==> src/rtl/ps2_rx_frame.sv <==
// ps2_rx_frame: PS/2 device-to-host receiver (sync, glitch filter, parity/stop/timeout) emitting 8-bit scancodes with valid/err strobes
module ps2_rx_frame #(
  parameter int FILTER_LEN = 8,
  parameter int TIMEOUT_CYCLES = 50000
) (
  input  logic       clk,
  input  logic       rst_n,
  input  logic       ps2_clk,
  input  logic       ps2_data,
  output logic [7:0] rx_data,
  output logic       rx_valid,
  output logic       rx_err,
  output logic       busy
);
  localparam int FW = $clog2(FILTER_LEN);
  localparam int TW = $clog2(TIMEOUT_CYCLES);
  typedef enum logic [1:0] {IDLE, DATA, PARITY, STOP} state_t;
  state_t state, nxt;
  logic clk_s1, clk_s2, dat_s1, dat_s2, filt, filt_d, par;
  logic [FW-1:0] fcnt;
  logic [TW-1:0] tcnt;
  logic [2:0] bitcnt;
  logic [7:0] sr;
  logic fall, expire, good, nxt_valid, nxt_err;
  assign fall = filt_d & ~filt;
  assign expire = (state != IDLE) && (tcnt == TW'(TIMEOUT_CYCLES - 1));
  assign good = dat_s2 & (^sr ^ par);
  assign busy = state != IDLE;
  always_ff @(posedge clk or negedge rst_n)
    if (!rst_n) begin
      {clk_s1, clk_s2, dat_s1, dat_s2} <= '1;
      filt <= 1'b1;
      filt_d <= 1'b1;
      fcnt <= '0;
    end else begin
      {clk_s2, clk_s1} <= {clk_s1, ps2_clk};
      {dat_s2, dat_s1} <= {dat_s1, ps2_data};
      filt_d <= filt;
      if (clk_s2 == filt) fcnt <= '0;
      else if (fcnt == FW'(FILTER_LEN - 1)) begin
        filt <= ~filt;
        fcnt <= '0;
      end else fcnt <= fcnt + 1'b1;
    end
  always_comb begin
    nxt = state;
    nxt_valid = 1'b0;
    nxt_err = 1'b0;
    if (expire) begin
      nxt = IDLE;
      nxt_err = 1'b1;
    end else if (fall)
      case (state)
        IDLE:    nxt = dat_s2 ? IDLE : DATA;
        DATA:    nxt = (bitcnt == 3'd7) ? PARITY : DATA;
        PARITY:  nxt = STOP;
        default: begin
          nxt = IDLE;
          nxt_valid = good;
          nxt_err = ~good;
        end
      endcase
  end
  always_ff @(posedge clk or negedge rst_n)
    if (!rst_n) begin
      state <= IDLE;
      rx_valid <= 1'b0;
      rx_err <= 1'b0;
      rx_data <= '0;
      tcnt <= '0;
      bitcnt <= '0;
      sr <= '0;
      par <= 1'b0;
    end else begin
      state <= nxt;
      rx_valid <= nxt_valid;
      rx_err <= nxt_err;
      if (nxt_valid) rx_data <= sr;
      tcnt <= (fall || state == IDLE) ? '0 : (tcnt == TW'(TIMEOUT_CYCLES - 1)) ? tcnt : tcnt + 1'b1;
      if (fall && !expire) begin
        if (state == IDLE) bitcnt <= '0;
        if (state == DATA) begin
          sr[bitcnt] <= dat_s2;
          bitcnt <= bitcnt + 1'b1;
        end
        if (state == PARITY) par <= dat_s2;
      end
    end
endmodule

==> config.mk <==
export PLATFORM = sky130hd
export DESIGN_NAME = ps2_rx_frame
export DESIGN_NICKNAME = d
export VERILOG_FILES = /design/src/rtl/ps2_rx_frame.sv
export SDC_FILE = /design/constraint.sdc
export NUM_CORES = 1
export LEC_CHECK = 0
export BUFFER_PORTS_ARGS = -buffer_cell sky130_fd_sc_hd__buf_2
export CORE_ASPECT_RATIO = 0.75
export CORE_UTILIZATION = 64
export CTS_CLUSTER_DIAMETER = 40
export DETAILED_ROUTE_END_ITERATION = 7
export GPL_ROUTABILITY_DRIVEN = 0
export PLACE_DENSITY = 0.84
export SYNTH_ARGS = -nofsm -noshare
export SYNTH_HDL_FRONTEND = slang
export SYNTH_SLANG_ARGS = --single-unit
==> constraint.sdc <==
create_clock -name clk -period 6 [get_ports clk]
set_input_delay 0.6 -clock clk [delete_from_list [all_inputs] [get_ports clk]]
set_output_delay 0.6 -clock clk [all_outputs]
set_load 0.03 [all_outputs]
# [After elaboration in Yosys (flattened, before gate mapping)]
# Index checks and enable logic that the tools add are counted.
[classes] n_addsub=3 n_lt_le_gt_ge=2 n_eq_ne=7 n_mux=20 bitwise_logic=6 reduce_logical=15
[ops] operator="2-to-1 mux 16 bit" n=2
[ops] operator="adder 16 x 1 -> 16 bit (second input constant)" n=1
[ops] operator="== test 16 bit (second input constant)" n=1
[ops] operator="2-to-1 mux 3 bit" n=4
[ops] operator="bitwise mux 8 bit" n=1
[ops] operator="2-to-1 mux 1 bit" n=8
[ops] operator="AND reduction 2 bit" n=4
[ops] operator="XOR reduction 8 bit" n=1
[ops] operator="adder 3 x 1 -> 3 bit (second input constant)" n=2
[ops] operator="== test 3 bit (second input constant)" n=2
[ops] operator="2-to-1 mux 2 bit" n=3
[ops] operator="case mux 2 bit (3 select lines)" n=1
[ops] operator="nonzero test 2 bit" n=3
[ops] operator="less-than comparator 3 x 4 -> 1 bit (second input constant)" n=1
[ops] operator="demux 1 bit (select 3 bit)" n=1
[ops] operator="greater-or-equal comparator 3 x 1 -> 1 bit (second input constant)" n=1
[ops] operator="logical AND 1 bit" n=3
[ops] operator="inverter 1 bit" n=3
[ops] operator="OR reduction 3 bit" n=1
[ops] operator="AND 1 bit" n=2
[ops] operator="== test 2 x 1 -> 1 bit (second input constant)" n=1
[ops] operator="== test 2 bit (second input constant)" n=1
[ops] operator="logical NOT 2 bit" n=1
[ops] operator="inequality test 2 bit (second input constant)" n=1
[ops] operator="other kinds (4)" n=4
[word_totals] register_bits=49 input_bits=4

# [Longest topological paths before layout]
[depth] word_depth=7 mapped_depth=6

# [Worst setup path before layout]
# Ideal clock, no wire load.
[synth_path] kind="register to register" from="reg tcnt[11]" to="reg sr[0]" arrival_ns=1.884 required_time_ns=5.875 setup_slack_ns=3.991 path_stages_with_launch=6 n_path_buf=1 synth_period_minus_slack_ns=2.009 path_cell_list="dfrtp_1 -> or3_1 -> or4_1 -> buf_6 -> nand3_1 -> mux2_2"
[synth_between] elab_chain_cells=5
[synth_lines] element="start, declared" line="21" rtl="logic [TW-1:0] tcnt;"
[synth_lines] element="start signal, assigned" line="79" rtl="tcnt <= (fall || state == IDLE) ? '0 : (tcnt == TW'(TIMEOUT_CYCLES - 1)) ? tcnt : tcnt + 1'b1;"
[synth_lines] element="== test 16 bit" line="26" rtl="assign expire = (state != IDLE) && (tcnt == TW'(TIMEOUT_CYCLES - 1));"
[synth_lines] element="logical AND 1 bit" line="26"
[synth_lines] element="logical NOT 1 bit" line="80" rtl="if (fall && !expire) begin"
[synth_lines] element="logical AND 1 bit" line="80"
[synth_lines] element="AND reduction 2 bit (no source line)"
[synth_lines] element="end signal, assigned by index" line="83" rtl="sr[bitcnt] <= dat_s2;"
[synth_lines] element="end, declared" line="23" rtl="logic [7:0] sr;"
# Every way passes these cells.
# A chain may end at the register's enable or synchronous reset.

# [Worst setup path after layout]
[layout_path] from="reg tcnt[4]" to="reg rx_data[1]"
[layout_between] elab_chain_cells=3
[layout_lines] element="== test 16 bit" line="26"
[layout_lines] element="logical AND 1 bit" line="26"
[layout_lines] element="2-to-1 mux 1 bit" line="49" rtl="if (expire) begin"
[layout_lines] element="end signal, assigned" line="78" rtl="if (nxt_valid) rx_data <= sr;"
[layout_lines] element="end, declared" line="10" rtl="output logic [7:0] rx_data,"
# Every way passes these cells.

==> results.md <==
- Reg power frac: 0.494
- Worst-Skew Late Latency: 0.31 ns
- Synth cell types: 36
- Yosys reg bits: 49
- Placed cell count: 253
- Cts bufs inserted: 5
- Switch share: 0.296
- Die Span X: 71.2 microns
- Final period utilization: 0.450
- Total GRT Usage: 0.252
- Setup TNS: 0 ns
- CP bufs+invs: 0
- First-pass DRT Iterations: 6
- Wirelength per Cell: 16.1 microns
- Worst-Margin Slew: 1.03 ns
- Fin crit period: 2.70 ns
- CTS tree: yes
- Slowest-stage cell, CP: nor4_4
- Final nets: 229
- Share of layout cells above drive strength 1: 0.222
- Critical-path cell list: nor4_1, nand3_1, nor4_4, nand4bb_1, mux2_2
- RSZ-0062 raised after global routing: no
- Mapped Area: 0.00230 sq mm
- Slew Viols, Final: 0
- # rows: 18
- Wirelength, routed: 4210 microns
- Core outline area: 0.00336 sq mm
- Dpl hpwl: 3030 microns
- PostCTS Resize Cnt: 0
- Mapped Cells: 206
- Worst vdd ir: 0.224 mV
- Worst-path fanout max: 16
- Port Buffers: 14
- Relative slew slack: 0.310
- Detailed-route DRC error count: 0
- First-pass GRT wire length: 7020 microns
- Num ports: 15
- Fin cells: 261
- DRT iter0 DRCs: 111
- Max Fclk: 371 MHz
- Leakage: 1.17 nW
- Largest net degree at the start of global routing: 50
- Cell internal pwr: 0.000595 W
- Area Growth Syn to Fin: 9.48%
- Die Ht: 53.9 microns
- Min-delay worst type: reg2reg
- Ys Warns: 0
- Syn avg cell area: 11.1 sq um
- Logic pwr share: 0.176
- Slowest stage delay, CP: 0.74 ns
- Clock sinks: 49
- Number of global-route vias before repair: 1515
- Routed vias: 1601
- Final Setup Violations: 0
- Seq/Total Area, Yosys: 0.537
- Crit start category: register
- Max-cap violations: 0
- Clk buf depth: 2
- Post CTS Setup Buffer Count: 0
- CTS Hold Bufs: 0
- Cell taking the most area after synthesis: dfrtp_1
- H-tree depth: 2
- Clock transition at path regs: 0.09 ns
- Diode count: 0
- Gr ovfl total: 0
- NetSw: 0.000251 W
- Worst setup EP type: register
- Critical Path AT: 2.89 ns
- Critical path's top delay family: simple AND/OR/NAND/NOR gates
- Critical Path RT: 6.19 ns
- Top-area cell type share of the netlist area: 0.469
- Total power draw: 0.000846 W
- Post-detailed-route via-to-cell ratio: 6.13
- Status: finished, final reports clean
- Initial antenna violation count: 0
- Starting Density: 0.684
- Synth top area cells: dfrtp_1, mux2_2, dfstp_2, xnor2_1, nand3_1
- Post-Syn Nets: 215
- Kind of critical path: reg2reg
- DRT antenna net count: 0
- Final Skew: 0.00718 ns
- Die area: 0.00383 sq mm
- Clock share of power: 0.330
- CTS root buf: clkbuf_8
- Pwr dens: 337 mW/mm^2
- Fillers: 223
- Number of hold violations in the final report: 0
-- routing by layer --
| metal | wire, microns | vias up | track usage |
|---|---|---|---|
| li1 | - | 754 | - |
| met1 | 2030 | 787 | 0.342 |
| met2 | 1910 | 49 | 0.400 |
| met3 | 195 | 11 | 0.0543 |
| met4 | 81 | 0 | 0.113 |
| met5 | 0 | - | 0 |
-- layout make-up --
type	count	area, sq um	share of cell area
flip-flops and latches	49	1230	0.491
multi-input cells	147	1010	0.402
repair buffers	14	70.1	0.0279
clock buffers	5	68.8	0.0274
clock inverters	3	68.8	0.0274
well taps	40	50.0	0.0199
inverters	3	11.3	0.00448
-- stage by stage --
step                      utilization  instance area, sq um  worst slack, ns  hold WS (ns)
after floorplan                     -                  2300             3.99         0.304
after global placement          0.708                  2380             3.54         0.350
after detailed placement        0.708                  2380             3.36         0.352
after CTS                       0.749                  2510             3.33         0.366
after global routing            0.749                  2510             3.17         0.367
final                           0.749                  2510             3.30         0.364
-- power groups by stage --
stage / Combinational, W / Clock (W) / Sequential [W]
floorplan: 0.000120 / 0 / 0.000404
global placement: 0.000136 / 0 / 0.000419
detailed placement: 0.000149 / 0 / 0.000423
CTS: 0.000149 / 0.000283 / 0.000417
global route: 0.000166 / 0.000292 / 0.000427
finish: 0.000149 / 0.000279 / 0.000418
-- final timing paths --
| kind | end | slack, ns | start | cells after the start |
|---|---|---|---|---|
| min in group asynchronous | rx_err | 0.47 | rst_n | 1 |
| worst min-delay path | clk_s2 | 0.36 | clk_s1 | 0 |
| worst max register to register | rx_data[1] | 3.30 | tcnt[4] | 5 |
| max in group asynchronous | sr[4] | 4.89 | rst_n | 1 |
| worst min register to register | clk_s2 | 0.36 | clk_s1 | 0 |
| worst max-delay path | rx_data[1] | 3.30 | tcnt[4] | 5 |
-- kinds of logic after synthesis --
family                   synth area share
flip-flops                          0.537
adder cells (fa/ha/maj)            0.0272
AND/OR/NAND/NOR                     0.211
buffers and inverters              0.0223
multiplexers                       0.0883
AO/OA/AOI/OAI                      0.0425
XOR/XNOR                           0.0708
-- cells in the mapped netlist --
library cell	instances
dfrtp_1	43
o21ai_0	6
or3_1	5
nand4b_1	1
and2_1	1
o32ai_1	1
dfstp_2	6
nand3_1	15
a31oi_1	1
nor4_4	1
nand2_1	16
nand4_1	6
nand2b_1	4
buf_4	1
or4_1	2
clkbuf_1	3
xor2_1	6
nand4bb_1	1
buf_2	2
mux2_2	18
a21oi_1	9
a211oi_1	1
nor2b_1	3
nor2_1	16
xnor2_1	10
and4_1	2
nor3_1	7
inv_1	3
ha_1	5
nand3b_1	1
or2_2	1
or3_2	1
nor4_1	3
xnor3_1	1
buf_6	1
nor3b_1	3
-- sequential cells by signal, summed over array words and instances, names as in the netlist, 2 cells and up --
register  count
bitcnt        3
rx_data       8
state         2
fcnt          3
tcnt         16
sr            8
-- cell usage in the layout (no fill, tap or decap) --
master and instances:
nor3b_1 3, or4_1 2, inv_6 1, clkbuf_8 5
nand4bb_1 1, ha_1 5, nor2b_1 3, bufinv_16 2
o21ai_0 6, and2_1 1, a211oi_1 1, nor4_1 3
and4_1 2, or3_1 5, dfstp_2 6, xnor3_1 1
nand4b_1 1, dfrtp_1 43, nor3_1 7, inv_1 3
nor4_4 1, nand2_1 16, o32ai_1 1, nand3_1 15
xnor2_1 10, or3_2 1, a31oi_1 1, nand3b_1 1
a21oi_1 9, mux2_2 18, nor2_1 16, buf_2 14
nand2b_1 4, xor2_1 6, nand4_1 6, or2_2 1
Power figures use the tool's default switching activity.
